===== config.mk =====
export PLATFORM = sky130hd
export DESIGN_NAME = emin_scheduler_flat
export DESIGN_NICKNAME = d
export VERILOG_FILES = /design/src/rtl/emin_pkg.sv /design/src/rtl/emin_scheduler_if.sv /design/src/rtl/emin_scheduler.sv /design/src/flat_wrapper.sv
export SDC_FILE = /design/constraint.sdc
export NUM_CORES = 1
export LEC_CHECK = 0
export BUFFER_PORTS_ARGS = -buffer_cell sky130_fd_sc_hd__buf_4
export CAP_MARGIN = 20
export CORE_MARGIN = 2
export CORE_UTILIZATION = 40
export CTS_CLUSTER_DIAMETER = 150
export DETAILED_ROUTE_END_ITERATION = 12
export PLACE_DENSITY_LB_ADDON = 0.3
export SLEW_MARGIN = 20
export SYNTH_ARGS = -nofsm -noshare
export SYNTH_HDL_FRONTEND = slang
export SYNTH_SLANG_ARGS = --single-unit

===== constraint.sdc =====
create_clock -name clk_in -period 6.7 [get_ports clk_in]
set_input_delay 0 -clock clk_in [delete_from_list [all_inputs] [get_ports clk_in]]
set_output_delay 0 -clock clk_in [all_outputs]
set_load 0.1 [all_outputs]

===== src/rtl/emin_pkg.sv =====
// emin_pkg: shared constants and scheduler state type for the emin datapath.
package emin_pkg;
  localparam int EMIN_I_MAX = 160;
  localparam int EMIN_BIT_WIDTH = 32;
  localparam int EMIN_TIMEOUT = 64;
  typedef enum logic [1:0] {ST_IDLE, ST_ISSUE, ST_WAIT, ST_FIN} emin_sched_state_t;
endpackage


===== src/rtl/emin_scheduler_if.sv =====
// emin_scheduler_if: controller, emin and result-buffer signals seen by the scheduler.
interface emin_scheduler_if #(
  parameter int BIT_WIDTH = emin_pkg::EMIN_BIT_WIDTH,
  parameter int I = emin_pkg::EMIN_I_MAX,
  parameter int ADDR_WIDTH = $clog2(I * (I + 1) / 2)
);
  logic start_in;
  logic [$clog2(I):0] n_in;
  logic busy_out;
  logic done_out;
  logic error_out;
  logic [$clog2(I)-1:0] emin_i_out;
  logic emin_valid_out;
  logic [$clog2(I)-1:0] emin_j_in;
  logic [BIT_WIDTH-1:0] emin_data_in;
  logic emin_valid_in;
  logic wr_en_out;
  logic [ADDR_WIDTH-1:0] wr_addr_out;
  logic [BIT_WIDTH-1:0] wr_data_out;
  modport master (
    input start_in, n_in, emin_j_in, emin_data_in, emin_valid_in,
    output busy_out, done_out, error_out, emin_i_out, emin_valid_out,
    output wr_en_out, wr_addr_out, wr_data_out
  );
  modport slave (
    output start_in, n_in, emin_j_in, emin_data_in, emin_valid_in,
    input busy_out, done_out, error_out, emin_i_out, emin_valid_out,
    input wr_en_out, wr_addr_out, wr_data_out
  );
endinterface


===== src/rtl/emin_scheduler.sv =====
// emin_scheduler: sweeps emin over i = 0..n-1 and stores Emin(j,i) at i(i+1)/2 + j.
module emin_scheduler
  import emin_pkg::*;
#(
  parameter int BIT_WIDTH = EMIN_BIT_WIDTH,
  parameter int I = EMIN_I_MAX,
  parameter int ADDR_WIDTH = $clog2(I * (I + 1) / 2),
  parameter int TIMEOUT = EMIN_TIMEOUT
) (
  input logic clk_in,
  input logic rst_n_in,
  emin_scheduler_if.master bus
);
  localparam int IW = $clog2(I);
  localparam int WW = $clog2(TIMEOUT + 1);
  emin_sched_state_t state_q;
  logic [IW:0] n_q;
  logic [IW-1:0] cur_i_q, exp_j_q, emin_i_q;
  logic [ADDR_WIDTH-1:0] base_q, wr_addr_q;
  logic [WW-1:0] wd_q;
  logic [BIT_WIDTH-1:0] wr_data_q;
  logic busy_q, done_q, error_q, valid_q, wr_en_q;
  logic [IW:0] next_i;
  assign next_i = {1'b0, cur_i_q} + (IW + 1)'(1);
  assign bus.busy_out = busy_q;
  assign bus.done_out = done_q;
  assign bus.error_out = error_q;
  assign bus.emin_i_out = emin_i_q;
  assign bus.emin_valid_out = valid_q;
  assign bus.wr_en_out = wr_en_q;
  assign bus.wr_addr_out = wr_addr_q;
  assign bus.wr_data_out = wr_data_q;
  // Back-to-back items raise the issue pulse straight from WAIT so it lands the cycle after the last j;
  // ISSUE then only completes a pulse that is not already out.
  always_ff @(posedge clk_in or negedge rst_n_in)
    if (!rst_n_in) begin
      state_q <= ST_IDLE;
      n_q <= '0;
      cur_i_q <= '0;
      exp_j_q <= '0;
      emin_i_q <= '0;
      base_q <= '0;
      wr_addr_q <= '0;
      wr_data_q <= '0;
      wd_q <= '0;
      busy_q <= 1'b0;
      done_q <= 1'b0;
      error_q <= 1'b0;
      valid_q <= 1'b0;
      wr_en_q <= 1'b0;
    end else begin
      done_q <= 1'b0;
      valid_q <= 1'b0;
      wr_en_q <= 1'b0;
      case (state_q)
        ST_IDLE: if (bus.start_in) begin
          n_q <= (bus.n_in > (IW + 1)'(I)) ? (IW + 1)'(I) : bus.n_in;
          error_q <= 1'b0;
          busy_q <= 1'b1;
          cur_i_q <= '0;
          exp_j_q <= '0;
          base_q <= '0;
          state_q <= (bus.n_in == '0) ? ST_FIN : ST_ISSUE;
        end
        ST_ISSUE: begin
          valid_q <= ~valid_q;
          emin_i_q <= cur_i_q;
          wd_q <= WW'(valid_q);
          state_q <= ST_WAIT;
        end
        ST_WAIT: if (bus.emin_valid_in) begin
          if (bus.emin_j_in != exp_j_q) begin
            error_q <= 1'b1;
            state_q <= ST_FIN;
          end else begin
            wr_en_q <= 1'b1;
            wr_addr_q <= base_q + ADDR_WIDTH'(exp_j_q);
            wr_data_q <= bus.emin_data_in;
            wd_q <= '0;
            if (exp_j_q == cur_i_q) begin
              base_q <= base_q + ADDR_WIDTH'(next_i);
              cur_i_q <= next_i[IW-1:0];
              exp_j_q <= '0;
              valid_q <= next_i != n_q;
              if (next_i != n_q) emin_i_q <= next_i[IW-1:0];
              state_q <= (next_i == n_q) ? ST_FIN : ST_ISSUE;
            end else exp_j_q <= exp_j_q + IW'(1);
          end
        end else if (wd_q == WW'(TIMEOUT)) begin
          error_q <= 1'b1;
          state_q <= ST_FIN;
        end else wd_q <= wd_q + WW'(1);
        ST_FIN: begin
          done_q <= 1'b1;
          busy_q <= 1'b0;
          state_q <= ST_IDLE;
        end
        default: state_q <= ST_IDLE;
      endcase
    end
endmodule


===== src/flat_wrapper.sv =====
// flat-port wrapper written by rule: the top's interface ports become plain ports
module emin_scheduler_flat import emin_pkg::*;
#(
  parameter int BIT_WIDTH = EMIN_BIT_WIDTH,
  parameter int I = EMIN_I_MAX,
  parameter int ADDR_WIDTH = $clog2(I * (I + 1) / 2),
  parameter int TIMEOUT = EMIN_TIMEOUT
)
  (clk_in, rst_n_in, bus_start_in, bus_n_in, bus_emin_j_in, bus_emin_data_in, bus_emin_valid_in, bus_busy_out, bus_done_out, bus_error_out, bus_emin_i_out, bus_emin_valid_out, bus_wr_en_out, bus_wr_addr_out, bus_wr_data_out);
  emin_scheduler_if #(.BIT_WIDTH(BIT_WIDTH), .I(I), .ADDR_WIDTH(ADDR_WIDTH)) bus_i ();
  input logic clk_in;
  input logic rst_n_in;
  input wire logic [$bits(bus_i.start_in)-1:0] bus_start_in;
  input wire logic [$bits(bus_i.n_in)-1:0] bus_n_in;
  input wire logic [$bits(bus_i.emin_j_in)-1:0] bus_emin_j_in;
  input wire logic [$bits(bus_i.emin_data_in)-1:0] bus_emin_data_in;
  input wire logic [$bits(bus_i.emin_valid_in)-1:0] bus_emin_valid_in;
  output wire logic [$bits(bus_i.busy_out)-1:0] bus_busy_out;
  output wire logic [$bits(bus_i.done_out)-1:0] bus_done_out;
  output wire logic [$bits(bus_i.error_out)-1:0] bus_error_out;
  output wire logic [$bits(bus_i.emin_i_out)-1:0] bus_emin_i_out;
  output wire logic [$bits(bus_i.emin_valid_out)-1:0] bus_emin_valid_out;
  output wire logic [$bits(bus_i.wr_en_out)-1:0] bus_wr_en_out;
  output wire logic [$bits(bus_i.wr_addr_out)-1:0] bus_wr_addr_out;
  output wire logic [$bits(bus_i.wr_data_out)-1:0] bus_wr_data_out;
  assign bus_i.start_in = bus_start_in;
  assign bus_i.n_in = bus_n_in;
  assign bus_i.emin_j_in = bus_emin_j_in;
  assign bus_i.emin_data_in = bus_emin_data_in;
  assign bus_i.emin_valid_in = bus_emin_valid_in;
  assign bus_busy_out = bus_i.busy_out;
  assign bus_done_out = bus_i.done_out;
  assign bus_error_out = bus_i.error_out;
  assign bus_emin_i_out = bus_i.emin_i_out;
  assign bus_emin_valid_out = bus_i.emin_valid_out;
  assign bus_wr_en_out = bus_i.wr_en_out;
  assign bus_wr_addr_out = bus_i.wr_addr_out;
  assign bus_wr_data_out = bus_i.wr_data_out;
  emin_scheduler #(.BIT_WIDTH(BIT_WIDTH), .I(I), .ADDR_WIDTH(ADDR_WIDTH), .TIMEOUT(TIMEOUT)) u_core (.clk_in(clk_in), .rst_n_in(rst_n_in), .bus(bus_i));
endmodule

==> results by stage <==
Clock network:
- TritonCTS built the clock tree.
- The clock latency reported for the late side of the worst-skew pair is roughly 0.37 ns.
- The total clock sinks is between 100 and 150.
- Post-CTS timing repair inserted 0 buffers for setup.
- Clock tree synthesis inserted a total of 9 buffers.
- The H-tree was split into 3 levels.
- The maximum clock path buffer count is 2.
- Clock-pin slew was measured on the worst setup and hold paths at roughly 0.080 ns.
- The root buffer cell is sky130_fd_sc_hd__clkbuf_16.

Logic synthesis:
- In this run, synthesis produced a sequential element count of 107.
- After synthesis, the mean cell area works out to 9.11 um^2.
- Synthesis produced a netlist whose cell count is 681.
- The cell accounting for the most synthesized area is sky130_fd_sc_hd__dfrtp_1.
- Among all cell types in the netlist, the one instantiated most often is sky130_fd_sc_hd__nand2_1.
- The primary flip-flop cell chosen by synthesis mapping is sky130_fd_sc_hd__dfrtp_1.
- The number of different library cells used by synthesis comes to between 60 and 70.
- Synthesis produced a netlist with a net count of about 760.
- The Yosys step of the flow raised 0 warnings.
- The share of flip-flops with an asynchronous set or reset after synthesis is 1.00.
- Ranked by instance count, the synthesized netlist is headed by sky130_fd_sc_hd__nand2_1 (154), sky130_fd_sc_hd__dfrtp_1 (107), sky130_fd_sc_hd__o21ai_0 (43), sky130_fd_sc_hd__nor2_1 (42), sky130_fd_sc_hd__xor2_1 (34).
- The cell area that synthesis handed to floorplanning was around 0.0062 mm^2.
- The number of flops mapped to enable cells by yosys is 0.
- Of the post-synthesis cell area, the dominant cell type holds 0.431.
- For this run, the register share of the synthesized area comes to 0.431.
- By area the synthesized netlist is led by sky130_fd_sc_hd__dfrtp_1 (43%), sky130_fd_sc_hd__nand2_1 (9.3%), sky130_fd_sc_hd__ha_1 (5.2%), sky130_fd_sc_hd__xor2_1 (4.8%), sky130_fd_sc_hd__o21ai_0 (3.5%).

Die:
- The die covers between 0.015 and 0.02 mm^2.
- The total number of placement rows is 45.
- Measured along the x axis, the die boundary spans about 130 um.
- In this run the vertical extent of the chip is ~130 um.
- The initial core utilization is 0.408.
- The number of top-level design ports is around 110.
- In this run the standard cell core region covers approximately 0.015 mm^2.

Pwr:
- Power spread over the standard cell area amounts to ~300 mW/mm^2.
- Of the total power, the clock network draws 0.223.
- The switching power as a share of total power is 0.462.
- The register share of total power is 0.337.
- Cell internal power was estimated by the tool at approximately 1.3 mW.
- The analysis attributes to net switching a power of ~1.1 mW.
- IR analysis of the VDD net gives a maximum drop of 0.000473 V.
- The leakage power is about 3.8 nW.
- The combinational cell fraction of total power is 0.440.

Setup path:
- The worst setup path is captured at a flip-flop.
- Data arrives at the worst endpoint at between 3 and 4 ns.
- The delay of the slowest cell on the worst path is 0.62 ns.
- Together, buffers and inverters on the worst path number 0.
- The biggest fanout along the worst timing path is 12.
- STA classifies the critical path startpoint as a flip-flop.
- Among cell families on the critical path, the largest total delay comes from simple AND/OR/NAND/NOR gates.
- The slowest stage of the critical path is the sky130_fd_sc_hd__dfrtp_1 cell.
- The required time of the worst setup path is about 7 ns.
- The cell repeated most along the worst path is sky130_fd_sc_hd__nand2_1.
- The signal on the critical path passes through nand3_2, nor4_2, xnor2_1, ha_1, nand2_1, o41ai_1, nand3_1, or4_1, nand2_1.
- The start-to-end type of the worst setup path is reg2reg.

Timing:
- The summed negative setup slack over all endpoints is 0 ns.
- Setup slack closes at about 3.5 ns.
- At the pin with the least slew margin, the transition time is roughly 0.94 ns.
- Setup repair after global routing left no endpoint under its margin.
- Of the available clock period, the critical path in the final layout requires 0.483.
- The final-report hold violation count is 0.
- The clock skew after layout is between 0.009 and 0.01 ns.
- The final number of max-transition violations is 0.
- The shortest period the worst path allows is about 3.2 ns.
- Measured against its own limit, the worst slew margin works out to 0.370.
- The number of failing setup endpoints in the final timing report is 0.
- The fmax is around 310 MHz.

Detailed routing:
- Wires add up to roughly 15 mm.
- In this run the remaining antenna-violating nets after routing total 0.
- The routed length per instance is around 15 um.
- The number of vias per cell is around 5.2.
- The first detailed-routing pass took 5 iterations.
- The detailed router finished its first iteration with 298 violations.
- The number of remaining DRC errors is 0.
- The number of vias after detailed routing is between 5000 and 6000.

Place:
- The worst setup slack before clock tree synthesis is roughly 3.6 ns.
- The global placement routability congestion is 0.879.
- The number of input and output port buffers inserted is roughly 110.
- The placed instances occupy a cell area of between 0.007 and 0.008 mm^2.
- The detailed-placement wirelength estimate is about 11 mm.

Global route:
- The total global routing track utilization is 0.192.
- The initial antenna violation count is 0.
- After global routing the overflow that remains totals 0.
- The via count of the first global-routing pass was 4997.
- Entering global routing, the biggest net connects 67 pins.
- The first global-routing pass estimated 25.4 mm of wire.

Finish:
- The net count of the finished layout is 897.
- The sequential cell area is roughly 0.0027 mm^2.
- 0 antenna diodes ended up in the layout.
- The ratio of cells with drive above 1 in the final layout is 0.190.
- The finished cells cover ~0.0079 mm^2.
- The number of filler cells placed in the layout is between 1000 and 1500.
- The area used by multi-input combinational logic is around 0.0032 mm^2.
- The area growth from synthesis to layout is 26.5%.

Run:
- The max-capacitance violation count is 0.

Min path:
- The path class of the lowest-slack min-delay path is in2reg.

Status:
- The flow ran to the end, and the final reports show no timing, DRC or antenna violations.
[sequential cells by signal (all words and copies together) (netlist names)]
register                   count
u_core.bus.emin_i_out          8
u_core.state_q                 2
u_core.bus.busy_out            1
u_core.bus.done_out            1
u_core.base_q                 14
u_core.bus.emin_valid_out      1
u_core.wd_q                    7
u_core.cur_i_q                 8
u_core.bus.wr_data_out        32
u_core.n_q                     9
u_core.bus.error_out           1
u_core.bus.wr_addr_out        14
u_core.exp_j_q                 8
u_core.bus.wr_en_out           1
[worst paths after layout]
check / startpoint / to / slack, ns / depth (start not counted)
max in group asynchronous: rst_n_in / u_core.wd_q[3] / 5.32 / 3
hold reg to reg: u_core.bus.wr_data_out[22] / u_core.bus.wr_data_out[22] / 0.48 / 2
hold / removal: bus_emin_valid_in / u_core.wd_q[0] / 0.03 / 4
min in group asynchronous: rst_n_in / u_core.bus.wr_addr_out[9] / 0.15 / 2
setup / recovery: u_core.cur_i_q[2] / u_core.base_q[13] / 3.47 / 9
setup reg to reg: u_core.cur_i_q[2] / u_core.base_q[13] / 3.47 / 9
[cell type report]
cell class,count,share of cell area
Tap cell,188,0.0300
Timing Repair Buffer,157,0.164
Inverter,27,0.0129
Clock buffer,9,0.0287
Sequential cell,107,0.341
Clock inverter,7,0.0100
Multi-Input combinational cell,514,0.413
[cell usage in the layout, fill, tap and decap left out, types with 6 or more instances in the layout]
cell	count
sky130_fd_sc_hd__a211oi_1	10
sky130_fd_sc_hd__a21oi_1	21
sky130_fd_sc_hd__a22o_1	7
sky130_fd_sc_hd__and3_1	6
sky130_fd_sc_hd__buf_4	114
sky130_fd_sc_hd__clkbuf_16	9
sky130_fd_sc_hd__dfrtp_1	107
sky130_fd_sc_hd__dlygate4sd3_1	43
sky130_fd_sc_hd__ha_1	26
sky130_fd_sc_hd__inv_1	26
sky130_fd_sc_hd__mux2i_1	9
sky130_fd_sc_hd__nand2_1	154
sky130_fd_sc_hd__nand2b_1	7
sky130_fd_sc_hd__nand3_1	19
sky130_fd_sc_hd__nor2_1	42
sky130_fd_sc_hd__nor3_1	12
sky130_fd_sc_hd__o21ai_0	43
sky130_fd_sc_hd__o21ai_1	6
sky130_fd_sc_hd__o221ai_1	6
sky130_fd_sc_hd__xnor2_1	18
sky130_fd_sc_hd__xor2_1	34
[per-layer routing]
layer / up-vias / share of wire / routed length (um) / track usage
li1: 2636 / - / - / -
met1: 2470 / 0.49 / 7490 / 0.270
met2: 143 / 0.45 / 6950 / 0.305
met3: 13 / 0.051 / 793 / 0.0395
met4: 0 / 0.013 / 193 / 0.0480
met5: - / 0 / 0 / 0
[cell families (layout without fill, tap and decap cells)]
group                    count (synthesis)  count (layout)  synth area share
AND/OR/NAND/NOR                        282             282             0.214
AO/OA/AOI/OAI                          143             143             0.162
flip-flops                             107             107             0.431
buffers and inverters                   60             200            0.0458
XOR/XNOR                                52              52            0.0734
adder cells (fa/ha/maj)                 28              28            0.0589
multiplexers                             9               9            0.0145
[what timing repair did]
action	in CTS	in global routing
resized for setup	0	0
setup endpoints to repair	0	0
endpoints found under the hold margin	82	0
hold buffers	43	0
[worst reg2reg max path: cells and delay by family (launching register included)]
kind                       cells  cell delay, ns
and+or+nand+nor                6            1.82
DFF                            1            0.62
adders and majority gates      1            0.35
AOI/OAI and AO/OA              1            0.23
xor gates and xnor gates       1            0.17
[through the flow]
stage          hold WS, ns  utilization  power, mW  instances
5_1_grt             0.0983        0.516       2.56       1009
3_5_place_dp        0.0185        0.468       1.87        950
2_1_floorplan       -0.296            -       1.61        681
3_3_place_gp        0.0230        0.468       1.87        950
6_report            0.0339        0.516       2.42       1009
4_1_cts             0.0312        0.516       2.44       1009
[power groups by stage]
stage	Sequential [mW]	Clock, mW	Combinational (mW)
final	0.817	0.541	1.07
after global routing	0.828	0.581	1.15
after CTS	0.816	0.554	1.07
after detailed placement	0.828	0	1.04
after global placement	0.828	0	1.04
after floorplan	1.13	0	0.489
Note: power is estimated with default switching activity, not from simulation.
